===== src/rtl/display_7seg_ctrl.sv =====
// Multiplexed 7-segment scan controller with double-buffered digits and decimal points.
// Optional leading-zero blanking: define DISP7_LEADING_ZERO_BLANK_EN.
module display_7seg_ctrl #(
  parameter int NUM_DIGITS   = 4,
  parameter int DWELL_CYCLES = 100000,
  parameter int BLANK_CYCLES = 1000
) (
  input  logic                  clk,
  input  logic                  rst,
  input  logic                  en,
  input  logic                  wr_en,
  input  logic [31:0]           wr_data,
  input  logic                  dp_wr_en,
  input  logic [7:0]            dp_data,
  output logic [NUM_DIGITS-1:0] an,
  output logic [6:0]            seg,
  output logic                  dp_n,
  output logic                  frame_done
);

  localparam int CNT_W = 24;
  localparam int IDX_W = (NUM_DIGITS > 1) ? $clog2(NUM_DIGITS) : 1;
  localparam logic [CNT_W-1:0] BLANK_LAST = CNT_W'(BLANK_CYCLES - 1);
  localparam logic [CNT_W-1:0] DWELL_LAST = CNT_W'(DWELL_CYCLES - 1);
  localparam logic [IDX_W-1:0] IDX_LAST   = IDX_W'(NUM_DIGITS - 1);
  localparam logic [6:0]       SEG_OFF    = 7'h7F;

  typedef enum logic [1:0] {S_IDLE, S_BLANK, S_DRIVE} state_t;
  typedef logic [NUM_DIGITS-1:0][3:0] digits_t;

  function automatic logic [6:0] hex7(input logic [3:0] v);
    logic [6:0] s;
    s = SEG_OFF;
    case (v)
      4'h0: s = 7'h40;  4'h1: s = 7'h79;  4'h2: s = 7'h24;  4'h3: s = 7'h30;
      4'h4: s = 7'h19;  4'h5: s = 7'h12;  4'h6: s = 7'h02;  4'h7: s = 7'h78;
      4'h8: s = 7'h00;  4'h9: s = 7'h18;  4'hA: s = 7'h08;  4'hB: s = 7'h03;
      4'hC: s = 7'h46;  4'hD: s = 7'h21;  4'hE: s = 7'h06;  4'hF: s = 7'h0E;
      default: s = SEG_OFF;
    endcase
    return s;
  endfunction

  state_t                state_q, state_d;
  logic [CNT_W-1:0]      cnt_q, cnt_d;
  logic [IDX_W-1:0]      idx_q, idx_d;
  digits_t               act_dig_q, act_dig_d, pend_dig_q, pend_dig_d;
  logic [NUM_DIGITS-1:0] act_dp_q, act_dp_d, pend_dp_q, pend_dp_d;
  logic                  pend_dig_vld_q, pend_dig_vld_d, pend_dp_vld_q, pend_dp_vld_d;
  logic [NUM_DIGITS-1:0] an_q, an_d;
  logic [6:0]            seg_q, seg_d;
  logic                  dp_n_q, dp_n_d, frame_done_q, frame_done_d;
  logic                  load, wrap, lz_blank;
  logic                  unused_hi;

  assign unused_hi = ^{wr_data, dp_data};

  // NOTE: every variable gets a default before the case so no latch is inferred.
  always_comb begin
    state_d = state_q;
    cnt_d   = cnt_q;
    idx_d   = idx_q;
    load    = 1'b0;
    wrap    = 1'b0;
    if (!en) begin
      state_d = S_IDLE;
      cnt_d   = '0;
      idx_d   = '0;
    end else begin
      case (state_q)
        S_IDLE: begin
          state_d = S_BLANK;
          cnt_d   = '0;
          idx_d   = '0;
          load    = 1'b1;
        end
        S_BLANK: begin
          cnt_d = cnt_q + 1'b1;
          if (cnt_q == BLANK_LAST) state_d = S_DRIVE;
        end
        S_DRIVE: begin
          if (cnt_q == DWELL_LAST) begin
            cnt_d   = '0;
            state_d = S_BLANK;
            if (idx_q == IDX_LAST) begin
              idx_d = '0;
              wrap  = 1'b1;
              load  = 1'b1;
            end else begin
              idx_d = idx_q + 1'b1;
            end
          end else begin
            cnt_d = cnt_q + 1'b1;
          end
        end
        default: begin
          state_d = S_IDLE;
          cnt_d   = '0;
          idx_d   = '0;
        end
      endcase
    end
  end

  // Active buffers take the old pending value; a coincident write re-arms pending.
  always_comb begin
    act_dig_d      = act_dig_q;
    act_dp_d       = act_dp_q;
    pend_dig_d     = pend_dig_q;
    pend_dp_d      = pend_dp_q;
    pend_dig_vld_d = pend_dig_vld_q;
    pend_dp_vld_d  = pend_dp_vld_q;
    if (load) begin
      if (pend_dig_vld_q) act_dig_d = pend_dig_q;
      if (pend_dp_vld_q)  act_dp_d  = pend_dp_q;
      pend_dig_vld_d = 1'b0;
      pend_dp_vld_d  = 1'b0;
    end
    if (wr_en) begin
      pend_dig_d     = wr_data[4*NUM_DIGITS-1:0];
      pend_dig_vld_d = 1'b1;
    end
    if (dp_wr_en) begin
      pend_dp_d     = dp_data[NUM_DIGITS-1:0];
      pend_dp_vld_d = 1'b1;
    end
  end

`ifdef DISP7_LEADING_ZERO_BLANK_EN
  logic [NUM_DIGITS-1:0] zero_from;

  // zero_from[k]: nibble k and every higher nibble are zero.
  always_comb begin
    zero_from                 = '0;
    zero_from[NUM_DIGITS-1]   = (act_dig_d[NUM_DIGITS-1] == 4'h0);
    for (int k = NUM_DIGITS - 2; k >= 0; k--) begin
      zero_from[k] = zero_from[k+1] && (act_dig_d[k] == 4'h0);
    end
  end

  assign lz_blank = (idx_d != '0) && zero_from[idx_d] && !act_dp_d[idx_d];
`else
  assign lz_blank = 1'b0;
`endif

  // Outputs are decoded from next-state values so the registers line up with the state.
  always_comb begin
    an_d         = '1;
    seg_d        = SEG_OFF;
    dp_n_d       = 1'b1;
    frame_done_d = wrap;
    if (state_d == S_DRIVE && !lz_blank) begin
      an_d   = ~(NUM_DIGITS'(1) << idx_d);
      seg_d  = hex7(act_dig_d[idx_d]);
      dp_n_d = ~act_dp_d[idx_d];
    end
  end

  // NOTE: sequential state uses non-blocking assignments only, avoiding read/write races.
  always_ff @(posedge clk) begin
    if (rst) begin
      // NOTE: the digit buffers are reset too, since the display must never show stale data.
      state_q        <= S_IDLE;
      cnt_q          <= '0;
      idx_q          <= '0;
      act_dig_q      <= '0;
      pend_dig_q     <= '0;
      act_dp_q       <= '0;
      pend_dp_q      <= '0;
      pend_dig_vld_q <= 1'b0;
      pend_dp_vld_q  <= 1'b0;
      an_q           <= '1;
      seg_q          <= SEG_OFF;
      dp_n_q         <= 1'b1;
      frame_done_q   <= 1'b0;
    end else begin
      state_q        <= state_d;
      cnt_q          <= cnt_d;
      idx_q          <= idx_d;
      act_dig_q      <= act_dig_d;
      pend_dig_q     <= pend_dig_d;
      act_dp_q       <= act_dp_d;
      pend_dp_q      <= pend_dp_d;
      pend_dig_vld_q <= pend_dig_vld_d;
      pend_dp_vld_q  <= pend_dp_vld_d;
      an_q           <= an_d;
      seg_q          <= seg_d;
      dp_n_q         <= dp_n_d;
      frame_done_q   <= frame_done_d;
    end
  end

  assign an         = an_q;
  assign seg        = seg_q;
  assign dp_n       = dp_n_q;
  assign frame_done = frame_done_q;

endmodule

===== config.mk =====
export PLATFORM = sky130hd
export DESIGN_NAME = display_7seg_ctrl
export DESIGN_NICKNAME = d
export VERILOG_FILES = /design/src/rtl/display_7seg_ctrl.sv
export SDC_FILE = /design/constraint.sdc
export NUM_CORES = 1
export LEC_CHECK = 0
export BUFFER_PORTS_ARGS = -buffer_cell sky130_fd_sc_hd__buf_2
export CAP_MARGIN = 20
export CORE_MARGIN = 1
export CORE_UTILIZATION = 35
export DETAILED_ROUTE_END_ITERATION = 6
export PLACE_DENSITY = 0.56
export SYNTH_ARGS = -nofsm -noshare
export SYNTH_HDL_FRONTEND = slang
export SYNTH_SLANG_ARGS = --single-unit

===== constraint.sdc =====
create_clock -name clk -period 9.2 [get_ports clk]
set_clock_uncertainty 0.05 [all_clocks]
set_input_delay 1.38 -clock clk [delete_from_list [all_inputs] [get_ports clk]]
set_output_delay 1.38 -clock clk [all_outputs]
set_load 0.1 [all_outputs]

# Word-level counts from Yosys, hierarchy flattened
# Memories as Yosys holds them, arrays and structs flattened. A register that Yosys moved wholly into a read port is not among the register bits.
# Cells that the tools add are included.
# totals
reg_bits	76
latchBits	0
ramBits	0
mem_bits_ro	112
in_bits	45
output_inout_bits	13
word_cells	65
n_memories	1
# memory_table
name	depth	width	read_ports	rd_clocked_by_memory_dff	write_ports	line_no	text
(name not given)	16	7	1	1	0	34	case (v)
# classes
addsub	2
n_mul	0
div	0
magnitude_cmp	1
eq_ne	6
shifts	1
mux	25
bitwise	5
n_reduce_logical	6
# op_table
cell	n
case mux 24 bit (2 select lines)	1
two-way mux 16 bit	2
adder 24 x 1 -> 24 bit (second input constant)	1
equality test 24 x 10 -> 1 bit (second input constant)	1
equality test 24 x 17 -> 1 bit (second input constant)	1
two-way mux 24 bit	1
two-way mux 2 bit	6
two-way mux 4 bit	3
binary-select mux 4 bit (select 2 bit)	1
two-way mux 1 bit	7
equality test 2 bit (second input constant)	3
case mux 2 bit (3 select lines)	1
inverter 1 bit	4
inverter 4 bit	1
case mux 2 bit (2 select lines)	1
nonzero test 2 bit	2
OR reduction 2 bit	2
<< shifter 1 x 2 -> 4 bit (first input constant)	1
less-than comparator 2 x 3 -> 1 bit (second input constant)	1
OR reduction 3 bit	1
adder 2 x 1 -> 2 bit (second input constant)	1
binary-select mux 1 bit (select 2 bit)	1
equality test 2 x 1 -> 1 bit (second input constant)	1
logical NOT 2 bit	1
case mux 1 bit (2 select lines)	1

# Logic depth before layout (Yosys ltp)
# Gate-level depths: netlist of the first run.
# depth
ltp_word	9
ltp_mapped	15

# Least setup slack after synthesis of the first run
# OpenSTA, ideal clock, no wires.
# synth_timing
path_kind	in2reg
start	input en
end	register seg_q[3] (netlist: seg[3])
setup_time_ns	0.096
arrival_ns	3.524
t_required_ns	9.054
slack_ns	5.530
cell_stages	10
path_buffers	1
path_cell_list	nand2_1 > nor2_4 > buf_6 > mux2_2 > a211o_1 > inv_1 > ha_1 > nor2b_1 > a22o_1 > o41ai_2
# synth_via
elab_chain_cells	4
word_cells_on_any_way	9
classes_between	1 x eq/ne; 6 x mux; 1 x bitwise; 1 x reduce/logical
# synth_lines
item	line_no	text
start: declaration	10	input logic en,
two-way mux 1 bit / two-way mux 2 bit (equally long branches)	65	if (!en) begin
two-way mux 16 bit / equality test 2 bit (equally long branches)	113, 152	
binary-select mux 4 bit (select 2 bit) / inverter 1 bit (equally long branches)	--	
two-way mux 4 bit (not written as such) / OR reduction 2 bit (equally long branches)	--	
end: declaration	51	logic [6:0] seg_q, seg_d;
# Parallel ways exist; a longest one is shown, timed or not. The select of a mux whose other input is x is not followed.
# A chain may end at the register's enable or synchronous reset.

# Worst setup path after layout of the first run
# layout_timing
start	register cnt_q[0]
end	register seg_q[3] (netlist: seg[3])
# layout_via
elab_chain_cells	7
word_cells_on_any_way	18
classes_between	3 x eq/ne; 13 x mux; 1 x bitwise; 1 x reduce/logical
# layout_lines
item	line_no	text
start: declaration	45	logic [CNT_W-1:0] cnt_q, cnt_d;
start signal: assignment	178	cnt_q <= cnt_d;
equality test 24 x 17 -> 1 bit / equality test 24 x 10 -> 1 bit (equally long branches)	82, 79	
two-way mux 1 bit (tied with other cells)	82	if (cnt_q == DWELL_LAST) begin
case mux 1 bit (2 select lines) / case mux 2 bit (3 select lines) (equally long branches)	70	case (state_q)
two-way mux 1 bit / two-way mux 2 bit (equally long branches)	65	
two-way mux 16 bit / equality test 2 bit (equally long branches)	113, 152	
binary-select mux 4 bit (select 2 bit) / inverter 1 bit (equally long branches)	--	
two-way mux 4 bit (not written as such) / OR reduction 2 bit (equally long branches)	--	
# Parallel ways exist; a longest one is shown, timed or not. The select of a mux whose other input is x is not followed.

==> results_dict.tcl, run 1 <==
set metrics [dict create \
    startpoint_type "register" \
    synth_area_leader_cell "dfxtp_1" \
    leakage_nw 1.57 \
    vias_per_cell 4.81 \
    p_switching_uw 148 \
    min_period_over_period 0.424 \
    cts_max_level 3 \
    slew_violations 0 \
    r2r_start "cnt_q[0]$_SDFF_PP0_" \
    period_needed_ns 3.90 \
    p_int_uw 495 \
    numCtsBuffers 9 \
    drive_gt1_frac 0.161 \
    ys_types 53 \
    synth-seq-cells 83 \
    clkLatencyLatePin_ns 0.35 \
    fmax_ghz 0.256 \
    maxCapViolations 0 \
    syn_avg_cell_area_um2 9.56 \
    worstMarginPinSlew_ns 0.988 \
    n_antenna_cell 0 \
    antenna_found_initial 0 \
    ant_nets 0 \
    slew_headroom 0.336 \
    area_delta_synth_final_pct 12.5 \
    synth_flop_cell "dfxtp_1" \
    critPathCaptureType "register" \
    synth-async-reset-ratio 0 \
    synthCells 380 \
    yosys_warnings 0 \
    wirelength_um 7070 \
    die_height_um 104 \
    required_ns 9.41 \
    clkPwrFrac 0.367 \
    finalSetupTns_ns 0 \
    synthesis.nets 436 \
    cts.sinks 83 \
    status "complete, no violations" \
    grt_pass1_wl_um 12100 \
    io_buffers 37 \
    rsz0062_at_grt "no" \
    die_w_um 104 \
    synth_edf_count 0 \
    crit_type "reg -> reg" \
    cp_max_fo 16 \
    cts.root.buffer_cell "clkbuf_8" \
    core_area_um2 9910 \
    drc 0 \
    comb_power_share 0.058 \
    holdBufCountCts 0 \
    row_count 36 \
    grt_pass1_vias 2530 \
    drt_iter0_markers 97 \
    crit_arrival_ns 4.11 \
    wl_per_cell_um 12.9 \
    start_util 0.366 \
    dpl.hpwl_um 4860 \
    netlist.area_leader.share 0.458 \
    io_pins 58 \
    place_congestion 0.788 \
    cts_buffer_depth 2 \
    grt_max_degree 48 \
    dr.pass1.iters 4 \
    ir_worst_vdd_v 0.0000610 \
    grt-ovfl-total 0 \
    ys_seq_area_frac 0.458 \
    netlist_top_cells_area "dfxtp_1 46%, mux2i_1 11%, nor2_1 7.9%" \
    min_from "cnt_q[0]$_SDFF_PP0_" \
    dieArea_um2 10800 \
    hold_violations 0 \
    hold_ws_ns 0.418 \
    post_cts_resized 0 \
    grt_use_total 0.140 \
    setup_viol 0 \
    dr_total_vias 2642 \
    switching_share 0.230 \
    critPathLaunch "cnt_q[0]$_SDFF_PP0_" \
    path_clk_slew_ns 0.08 \
    synthesis.area_um2 3630 \
    nNetsFinal 468 \
    seqPwrFrac 0.576 \
    post_cts_buffers 0 \
    min_path_type "reg -> reg" \
    cts_tree "yes" \
    cellPowerDensity_nw_per_um2 158 \
]
## cells by family (layout without fill, tap and decap cells)
kind of cell | after synthesis | in the layout | synth area share
AND/OR/NAND/NOR | 157 | 157 | 0.216
flip-flops | 83 | 83 | 0.458
multiplexers | 44 | 44 | 0.123
AO/OA/AOI/OAI | 41 | 41 | 0.0855
XOR/XNOR | 22 | 22 | 0.0531
buffers and inverters | 22 | 58 | 0.0276
adder cells (fa/ha/maj) | 11 | 11 | 0.0379
## cell type report
type / count / area [um2]
multi-input combinational: 275 / 1870
sequential: 83 / 1660
inverter: 6 / 22.5
fill: 1014 / 5830
clock buffer: 12 / 155
timing repair buffer: 37 / 185
clock inverter: 3 / 23.8
tap: 133 / 166
## metal layers
layer  share of wire  track usage
met1            0.54        0.196
met2            0.42        0.197
met3           0.027       0.0357
met4           0.018       0.0724
met5               0            0
## synthesized netlist by cell type, types with 2 or more instances
library cell	number
dfxtp_1	83
clkbuf_1	9
buf_6	2
nor4_1	5
a211o_1	2
o211a_1	3
o221ai_1	2
nand3_1	10
xnor2_1	9
inv_1	6
mux2_2	4
buf_1	3
a22o_1	2
buf_2	2
xor2_1	13
ha_1	11
o211ai_1	2
nand2b_1	7
nor2b_1	7
or3_1	3
o21ai_0	6
nor2_1	76
and3_1	2
mux2i_1	40
a21oi_1	9
and4_1	2
or2_2	3
a31oi_1	3
nand4_1	7
nor3_1	6
nand2_1	17
a2bb2oi_1	3
## per-stage QoR
stage / utilization / std cells / instance area, um2 / power (mW) / setup slack, ns
finish: 0.412 / 549 / 4080 / 0.643 / 5.30
global route: 0.412 / 549 / 4080 / 0.675 / 4.97
CTS: 0.412 / 549 / 4080 / 0.655 / 5.28
detailed placement: 0.394 / 534 / 3910 / 0.416 / 5.03
global placement: 0.394 / 534 / 3910 / 0.415 / 5.06
floorplan: - / 380 / 3630 / 0.406 / 5.53
## power by group through the flow
stage | registers, mW | logic (mW) | clock network [mW]
finish | 0.370 | 0.0370 | 0.236
global route | 0.371 | 0.0415 | 0.263
CTS | 0.370 | 0.0374 | 0.247
detailed placement | 0.379 | 0.0372 | 0
global placement | 0.379 | 0.0362 | 0
floorplan | 0.377 | 0.0281 | 0
## critical path, stage by stage (launching register included)
cell,delay (ns)
dfxtp_1,0.37
ha_1,0.22
nand2_1,0.11
and4b_1,0.40
a41oi_1,0.26
nor2_4,0.51
mux2_2,0.41
a211o_1,0.37
inv_1,0.13
ha_1,0.29
nor2b_1,0.16
a22o_1,0.24
o41ai_2,0.27
## path summary, 6_finish.rpt
check        cells after the start  slack (ns)                  end
max                             12        5.30    seg[3]$_SDFF_PP1_
min                              1        0.42  cnt_q[0]$_SDFF_PP0_
max reg2reg                     12        5.30    seg[3]$_SDFF_PP1_
min reg2reg                      1        0.42  cnt_q[0]$_SDFF_PP0_
## layout by cell type, fill, tap and decap left out, types with 7 or more instances in the layout
| master | Yosys | routed |
|---|---|---|
| dfxtp_1 | 83 | 83 |
| nor2_1 | 76 | 76 |
| mux2i_1 | 40 | 40 |
| buf_2 | 2 | 37 |
| nand2_1 | 17 | 17 |
| xor2_1 | 13 | 13 |
| ha_1 | 11 | 11 |
| clkbuf_8 | 0 | 11 |
| nand3_1 | 10 | 10 |
| a21oi_1 | 9 | 9 |
| xnor2_1 | 9 | 9 |
| nand4_1 | 7 | 7 |
| nand2b_1 | 7 | 7 |
| nor2b_1 | 7 | 7 |
## state kept, by name (all words and copies together) (netlist names)
name and flops:
cnt_q 24, act_dig_q 16, pend_dig_q 16, seg 7
act_dp_q 4, an 4, pend_dp_q 4, idx_q 2
state_q 2, dp_n 1, frame_done 1, pend_dig_vld_q 1
pend_dp_vld_q 1
(Power assumes the default switching activity.)
==> run 2: changes to the inputs <==
- clock period: 9.2 -> 3.9 ns (I/O delays scaled with it)
==> run 2 against run 1 <==
Sequential power up 140%. Cell area up 1.3%. Power up 130%. Worst setup slack worse by 5.0 ns. Maximum frequency up 7.5%. Non-clock buffer count up 7. Count of clock-buffer cells in the layout down 1. Via count up 1.2%. Largest power group unchanged. Final cell count up 1.5%. Clock power up 130%. Critical path depth unchanged.
==> results_dict.tcl, run 2 (synthesized netlist as in run 1, its figures left out) <==
set metrics [dict create \
    status "complete, no violations" \
    wl_per_cell_um 12.7 \
    cp_max_fo 8 \
    holdBufCountCts 0 \
    cts_buffer_depth 2 \
    min_period_over_period 0.930 \
    clkLatencyLatePin_ns 0.35 \
    place_congestion 0.799 \
    largest_reg_flops 24 \
    drc 0 \
    dr_total_vias 2673 \
    nNetsFinal 475 \
    io_buffers 37 \
    n_antenna_cell 0 \
    finalSetupTns_ns 0 \
    dpl.hpwl_um 4920 \
    core_area_um2 9910 \
    fmax_ghz 0.276 \
    die_height_um 104 \
    final_core_util 0.418 \
    worstPathBufferInverterCount 1 \
    wirelength_um 7050 \
    regMostFlops "cnt_q" \
    cpLargestDelayFamily "simple AND/OR/NAND/NOR gates" \
    leakage_nw 1.61 \
    crit_type "reg -> reg" \
    setup_viol 0 \
    ir_worst_vdd_v 0.000186 \
    grt_max_degree 48 \
    vias_per_cell 4.80 \
    slew_violations 0 \
    hold_violations 0 \
    grt_use_total 0.139 \
    path_clk_slew_ns 0.08 \
    dr.pass1.iters 4 \
    grt-ovfl-total 0 \
    drt_iter0_markers 89 \
    slew_headroom 0.449 \
    post_cts_resized 0 \
    dieArea_um2 10800 \
    cts.root.buffer_cell "clkbuf_8" \
    numCtsBuffers 9 \
    startpoint_type "register" \
    start_util 0.366 \
    cts.sinks 83 \
    cts_tree "yes" \
    layout_commonest_cell "dfxtp_1" \
    min_path_type "reg -> reg" \
    maxCapViolations 0 \
    row_count 36 \
    critPathCaptureType "register" \
    critPathMaxStageDelay_ns 0.57 \
    io_pins 58 \
    ant_nets 0 \
    layout_common_cells "83 x dfxtp_1, 76 x nor2_1, 40 x mux2i_1" \
    die_w_um 104 \
    worstMarginPinSlew_ns 0.827 \
    rsz0062_at_grt "no" \
    grt_pass1_wl_um 12200 \
    crit_arrival_ns 3.84 \
    antenna_found_initial 0 \
    reg_top3 "cnt_q (24), act_dig_q (16), pend_dig_q (16)" \
    required_ns 4.11 \
    area_delta_synth_final_pct 14.0 \
    cellPowerDensity_nw_per_um2 365 \
    crit_chain "or4b_4 -> nor4_2 -> a21oi_1 -> a31o_1 -> or3_1 -> nor2_1 -> a211o_1 -> inv_1 -> ha_1 -> nor2b_1 -> a22o_1 -> o41ai_2" \
    cts_max_level 3 \
    grt_pass1_vias 2540 \
    drive_gt1_frac 0.175 \
    slowest_stage "or4b_4" \
    period_needed_ns 3.63 \
]
[run 2: cell types whose count changed in the layout (fill, tap and decap cells not counted), sizes merged]
cell,change
buf,+7
clkbuf,-1
inv,+2
[run 2: cell type report]
cell class	count	area, um2
fill	1021	5770
clock inverter	5	37.5
tap	133	166
timing repair buffer	44	250
sequential	83	1660
multi-input combinational	275	1870
inverter	6	22.5
clock buffer	11	131
[run 2: path summary, 6_finish.rpt]
kind | from | to | slack, ns | cells past startpoint
setup / recovery | cnt_q[6]$_SDFF_PP0_ | seg[3]$_SDFF_PP1_ | 0.27 | 12
hold / removal | cnt_q[0]$_SDFF_PP0_ | cnt_q[0]$_SDFF_PP0_ | 0.40 | 1
setup reg to reg | cnt_q[6]$_SDFF_PP0_ | seg[3]$_SDFF_PP1_ | 0.27 | 12
hold reg to reg | cnt_q[0]$_SDFF_PP0_ | cnt_q[0]$_SDFF_PP0_ | 0.40 | 1
[run 2: routing by layer]
layer  GRT usage  vias up  wire, um
met5           0        -         0
met4      0.0612        0       133
met3      0.0320       12       210
met2       0.201       38      2940
met1       0.197     1225      3760
li1            -     1398         -
[run 2: through the flow]
stage / power, mW / hold WS [ns] / std cells / instance area [um2] / setup slack, ns
after floorplan: 0.957 / 0.368 / 380 / 3630 / 0.427
after CTS: 1.53 / 0.400 / 554 / 4100 / 0.173
after detailed placement: 0.982 / 0.394 / 538 / 3940 / 0.216
after global routing: 1.59 / 0.396 / 557 / 4140 / 0.00271
after global placement: 0.980 / 0.378 / 538 / 3940 / 0.231
final: 1.51 / 0.403 / 557 / 4140 / 0.274
[run 2: worst register-to-register path: cells and delay by family (launching register included)]
kind / cells / cell delay (ns)
simple gates: 5 / 1.58
fa+ha+maj: 1 / 0.35
buf+inv: 1 / 0.11
flops: 1 / 0.37
compound gates: 5 / 1.09
[run 2: what timing repair did]
item,4_1_cts,5_1_grt
setup endpoints to repair,0,1
endpoints found under the hold margin,0,0
buffers inserted,0,3
[run 2: where the power goes]
part,internal (mW),total [mW],switching [mW]
sequential,0.865,0.874,0.00904
combinational,0.0426,0.0904,0.0478
clock,0.235,0.547,0.312
total,1.14,1.51,0.369
